**src/rtl/mem_pkg.sv**
```systemverilog
// Shared definitions for the data-BRAM arbiter: bus widths, port indices
// and the read-ownership tag carried alongside every in-flight access.
package mem_pkg;

  localparam int MEM_AW = 19;
  localparam int MEM_DW = 32;
  localparam int MEM_BE = 4;

  localparam logic PORT_EXEC = 1'b0;
  localparam logic PORT_LOAD = 1'b1;

  typedef struct packed {
    logic valid;
    logic port;
  } rd_tag_t;

endpackage

```
**src/rtl/mem_arbiter_tagpipe.sv**
```systemverilog
// RD_LAT-deep shift register of read tags; the last stage lines up with the
// BRAM read data. Async clear drops every in-flight read.
module mem_arbiter_tagpipe
  import mem_pkg::*;
#(
  parameter int RD_LAT = 2
) (
  input  logic    clk,
  input  logic    rstn,
  input  rd_tag_t tag_in,
  output rd_tag_t tag_out
);

  rd_tag_t pipe [RD_LAT];

  always_ff @(posedge clk or negedge rstn) begin
    if (!rstn) begin
      for (int i = 0; i < RD_LAT; i++) pipe[i] <= '0;
    end else begin
      pipe[0] <= tag_in;
      for (int i = 1; i < RD_LAT; i++) pipe[i] <= pipe[i-1];
    end
  end

  assign tag_out = pipe[RD_LAT-1];

endmodule

```
**src/rtl/mem_arbiter.sv**
```systemverilog
// Two-port arbiter in front of the single-port data BRAM. Conflicts go to the
// exec port, or round-robin when MEM_ARBITER_RR_EN is defined.
module mem_arbiter
  import mem_pkg::*;
#(
  parameter int RD_LAT = 2
) (
  input  logic              clk,
  input  logic              rstn,
  input  logic              req0,
  input  logic [MEM_BE-1:0] we0,
  input  logic [MEM_AW-1:0] addr0,
  input  logic [MEM_DW-1:0] wdata0,
  input  logic              req1,
  input  logic [MEM_BE-1:0] we1,
  input  logic [MEM_AW-1:0] addr1,
  input  logic [MEM_DW-1:0] wdata1,
  output logic              gnt0,
  output logic              gnt1,
  output logic              rvalid0,
  output logic              rvalid1,
  output logic [MEM_DW-1:0] rdata,
  output logic              mem_enable,
  output logic [MEM_BE-1:0] mem_wea,
  output logic [MEM_AW-1:0] mem_addr,
  output logic [MEM_DW-1:0] mem_wdata,
  input  logic [MEM_DW-1:0] mem_rdata
);

  // Handshake: a requester holds req/we/addr/wdata until it sees gnt; the
  // request is ignored in its own gnt cycle so a held req never issues twice.
  logic    elig0, elig1, pick1, issue;
  rd_tag_t tag_in, tag_out;

`ifdef MEM_ARBITER_RR_EN
  logic last1;  // port granted most recently; resets to 1 so exec wins first

  always_ff @(posedge clk or negedge rstn) begin
    if (!rstn)      last1 <= PORT_LOAD;
    else if (issue) last1 <= pick1;
  end
`endif

  always_comb begin
    elig0 = req0 & ~gnt0;
    elig1 = req1 & ~gnt1;
    issue = elig0 | elig1;
`ifdef MEM_ARBITER_RR_EN
    pick1 = elig1 & (~elig0 | ~last1);
`else
    pick1 = elig1 & ~elig0;
`endif
  end

  always_ff @(posedge clk or negedge rstn) begin
    if (!rstn) begin
      gnt0       <= 1'b0;
      gnt1       <= 1'b0;
      mem_enable <= 1'b0;
      mem_wea    <= '0;
      mem_addr   <= '0;
      mem_wdata  <= '0;
    end else begin
      gnt0       <= issue & ~pick1;
      gnt1       <= pick1;
      mem_enable <= issue;
      mem_wea    <= '0;
      if (issue) begin
        mem_wea   <= pick1 ? we1    : we0;
        mem_addr  <= pick1 ? addr1  : addr0;
        mem_wdata <= pick1 ? wdata1 : wdata0;
      end
    end
  end

  // Tag enters the pipe as the BRAM samples the command, so its last stage
  // coincides with valid mem_rdata.
  always_comb begin
    tag_in       = '0;
    tag_in.valid = mem_enable & (mem_wea == '0);
    tag_in.port  = gnt1;
  end

  mem_arbiter_tagpipe #(.RD_LAT(RD_LAT)) u_tagpipe (
    .clk     (clk),
    .rstn    (rstn),
    .tag_in  (tag_in),
    .tag_out (tag_out)
  );

  assign rvalid0 = tag_out.valid & (tag_out.port == PORT_EXEC);
  assign rvalid1 = tag_out.valid & (tag_out.port == PORT_LOAD);
  assign rdata   = mem_rdata;

endmodule

```
**config.mk**
```make
export PLATFORM = sky130hd
export DESIGN_NAME = mem_arbiter
export DESIGN_NICKNAME = d
export VERILOG_FILES = /design/src/rtl/mem_pkg.sv /design/src/rtl/mem_arbiter_tagpipe.sv /design/src/rtl/mem_arbiter.sv
export SDC_FILE = /design/constraint.sdc
export NUM_CORES = 1
export LEC_CHECK = 0
export BUFFER_PORTS_ARGS = -buffer_cell sky130_fd_sc_hd__buf_2
export CORE_MARGIN = 3
export CORE_UTILIZATION = 35
export CTS_CLUSTER_SIZE = 14
export DETAILED_ROUTE_END_ITERATION = 10
export GPL_TIMING_DRIVEN = 0
export MAX_ROUTING_LAYER = met4
export PLACE_DENSITY = 0.72
export SYNTH_ARGS = -nofsm -noshare
export SYNTH_HDL_FRONTEND = slang
export SYNTH_SLANG_ARGS = --single-unit
```
**constraint.sdc**
```tcl
create_clock -name clk -period 2.14 [get_ports clk]
set_input_delay 0.107 -clock clk [delete_from_list [all_inputs] [get_ports clk]]
set_output_delay 0.107 -clock clk [all_outputs]
set_load 0.005 [all_outputs]
```
==> results.md <==
Setup path:
- For the worst setup path, the data arrival time is 1830 ps.
- For the worst setup path, the data required time is 2370 ps.
- In this run the critical register-to-register path is captured at mem_wea[3].
- The worst register-to-register path has a setup slack of 530 ps.
- The most critical setup path has its startpoint at gnt0.
- STA classifies the critical path startpoint as a register.
- The type of the worst setup path is reg2reg.
- The startpoint identified for the worst register-to-register timing path is gnt0.
- The worst reg2reg path depth is 5.
- The maximum fanout encountered on the critical timing path is 10.
- The destination of the critical timing path is mem_wea[3].
- The critical path capture point type is a register.

Power and ir drop:
- The clock network is responsible for just under 30% of the overall power.
- In this run the power density over the cells is 633 mW/mm².
- Summing internal, switching and leakage power gives 0.00314 W.
- Internal power comes to between 0.002 and 0.0025 W.
- Combinational logic burns 26.4% of the power.
- The worst supply voltage drop on vdd is 371 µV.
- Summed over all nets, the switching power comes to 0.000914 W.
- Net switching is 29.2% of the power.
- For this design the static power due to leakage is 2.72 nW.
- Sequential cells account for 44.7% of the total power.

Finish:
- At the end of the flow, the number of nets in the layout was 696.
- The total non-filler cell area in the finished layout is about 0.005 mm².
- Summing all multi-input logic gate instances after layout gives 0.00106 mm².
- The fraction of final layout cells with drive strength greater than 1 is 48.6%.
- In the layout the commonest cells are 208 x sky130_fd_sc_hd__buf_2, 62 x sky130_fd_sc_hd__dfrtp_1, 57 x sky130_fd_sc_hd__dlygate4sd3_1.
- 0 antenna diodes ended up in the layout.
- Summing all flip-flop and latch instances after layout gives 0.00155 mm².
- The fill cell total of the finished layout is 692.
- The most frequent standard cell in the layout excluding fill and tap cells is sky130_fd_sc_hd__buf_2.
- From synthesis to final layout, the design area changed by 62.5%.

Placement:
- The placed wire-length estimate after detailed placement is 6510 µm.
- At the end of routability-driven placement, the weighted congestion stood at 0.750.
- During placement, the flow inserted port buffers numbering approximately 200.
- Once placement finished, the instance area stood at 0.00420 mm².

Detailed routing:
- For this block, the initial DRC count from the detailed router was 73.
- Using the TritonRoute via totals, the vias-per-cell ratio works out to around 4.6.
- The aggregate routed wire length is 9400 µm.
- The detail route stage leaves a number of antenna-violating nets equal to 0.
- The DRC violations left is 0.
- The overall via count from detail_route is 3008.
- The number of iterations in the first detailed-routing pass is 4.
- The average wire per cell in the routed design is 14.2 µm.

Floorplanning:
- The die covers between 0.009 and 0.01 mm².
- The die span in x is between 90 and 100 µm.
- The initial core utilization is 36.5%.
- The vertical die dimension is around 99 µm.
- The I/O pin count is 238.
- After floorplanning, the core was sized to cover 0.00834 mm².
- The count of standard-cell rows is 33.

Clock network:
- The H-tree was split into 3 levels.
- Clock tree synthesis selected as its root buffer the cell sky130_fd_sc_hd__clkbuf_8.
- In this run the deepest clock path goes through 2 buffers.
- The clock net in this run drives a total of 62 sinks.
- The clock-pin slew reported for the worst setup and hold paths after clock tree synthesis is 80 ps.
- In this run, CTS created clock tree buffers numbering 9.
- For the worst-skew pair, the clock arrives at the later sink with an insertion delay of 330 ps.
- TritonCTS built the clock tree.

Timing:
- The hold violation total from the final report is 0.
- Setup repair after global routing left no endpoint under its margin.
- The transition time of the tightest slew-check pin is 777 ps.
- Setup violations remaining at the end of the flow were counted as 0.
- Between clock sinks in the finished design, the worst skew comes to between 7 and 8 ps.
- Measured against its own limit, the worst slew margin works out to 48.2%.
- The tightest hold path in the finished design has a slack of 16.6 ps.
- The clock period minus final worst setup slack is 1610 ps.
- The number of pins exceeding their max-slew limit in the final report is 0.
- The summed negative setup slack over all endpoints is 0 ps.
- The final period utilization is 75.1%.
- The top achievable clock speed is 622 MHz.

Global routing:
- For this run the aggregate overflow at the end of global routing stands at 0.
- The number of global-route vias before repair came to around 3200.
- The combined global-route utilization of all metal layers is 19.2%.
- The number of antenna violations at the first check in global routing is 0.
- The largest net degree at the start of global routing is 63.
- The first global-routing pass estimated 14700 µm of wire.

Hold path:
- The path class of the tightest hold or removal check is in2reg.
- The hold path depth is 2.

Yosys:
- The post-synthesis sequential area ratio is 50.9%.
- The synthesized instance count is 277.
- The post-synth net total is 423.
- The number of library cell types mapped by synthesis is 17.
- The flip-flop and latch count after synthesis is 62.
- The average cell area after synthesis is 11.0 µm².
- The netlist area before placement is slightly above 0.003 mm².
- During synthesis, Yosys emitted a total of 0 warnings.

Outcome:
- The flow ran to the end, and the final reports show no timing, DRC or antenna violations.

Flow run:
- Max-cap violations in this run came to 0.
==> logic make-up (layout without fill, tap and decap cells) <==
group                  Yosys count  count (layout)  share of synthesized area [%]
DFF                             62              62                           50.9
AOI/OAI and AO/OA               55              55                           9.53
buffers and inverters           50             328                           14.2
and+or+nand+nor                 59              59                           8.58
muxes                           51              51                           16.8
==> power groups by stage <==
stage	registers [W]	logic, W	clock network, W
CTS	0.00140	0.000829	0.000932
floorplan	0.00143	0.000361	0
finish	0.00140	0.000827	0.000907
global route	0.00142	0.000917	0.000992
global placement	0.00142	0.000740	0
detailed placement	0.00142	0.000748	0
==> routing by layer <==
metal | up-vias | wire length (µm) | track usage [%]
li1 | 1456 | - | -
met1 | 1385 | 3570 | 20.8
met2 | 147 | 4980 | 34.4
met3 | 20 | 647 | 4.70
met4 | 0 | 198 | 6.20
met5 | - | 0 | -
==> cells in the mapped netlist, drive strengths merged <==
library cell  instances  area share, %
dfrtp                62             51
a22o                  4            1.1
nand2                51            6.3
nor2b                 2           0.66
buf                  46             14
nand2b                2           0.66
clkbuf                4           0.49
nor2                  1           0.37
o21ai                51            8.4
nor4                  1           0.21
and2                  2           0.41
mux2i                51             17
==> what timing repair did <==
action | 4_1_cts | 5_1_grt
hold endpoints to repair | 52 | 63
hold buffers | 55 | 2
gates resized for setup | 0 | 0
setup buffers | 0 | 0
==> worst max-delay path, stage by stage, from the launching register on <==
cell	delay (ps)
sky130_fd_sc_hd__dfrtp_1	380
sky130_fd_sc_hd__nor2b_4	50
sky130_fd_sc_hd__buf_6	140
sky130_fd_sc_hd__buf_6	140
sky130_fd_sc_hd__a22o_1	230
sky130_fd_sc_hd__dlygate4sd3_1	560
==> how the worst min path moves through the flow <==
stage	from	end	slack [ps]
2_1_floorplan	rstn	gnt0	-190
3_3_place_gp	addr0[2]	mem_addr[2]	320
3_5_place_dp	wdata0[20]	mem_wdata[20]	320
4_1_cts	we1[1]	mem_wea[1]	1
5_1_grt	we0[1]	mem_wea[1]	-4
6_report	we0[1]	mem_wea[1]	20
==> final cells by class <==
type                    instances  share of cell area (%)
well taps                     105                    2.65
multi-input cells             165                    21.5
plain buffers                  50                    8.74
clock inverters                 7                    1.04
repair buffers                262                    32.3
flip-flops and latches         62                    31.3
clock buffers                   9                    2.50
==> state kept, by name, summed over array words and instances (netlist names) <==
name and flops:
mem_wdata 32, mem_addr 19, mem_wea 4, u_tagpipe.pipe 2, u_tagpipe.tag_out 2, gnt0 1, gnt1 1, mem_enable 1
==> stage by stage <==
stage / instances / utilization [%] / worst slack (ps)
after floorplan: 277 / - / 1000
after global placement: 587 / 50.4 / 770
after detailed placement: 587 / 50.4 / 760
after CTS: 658 / 59.1 / 530
after global routing: 660 / 59.4 / 477
final: 660 / 59.4 / 533
Note: power is estimated with default switching activity, not from simulation.
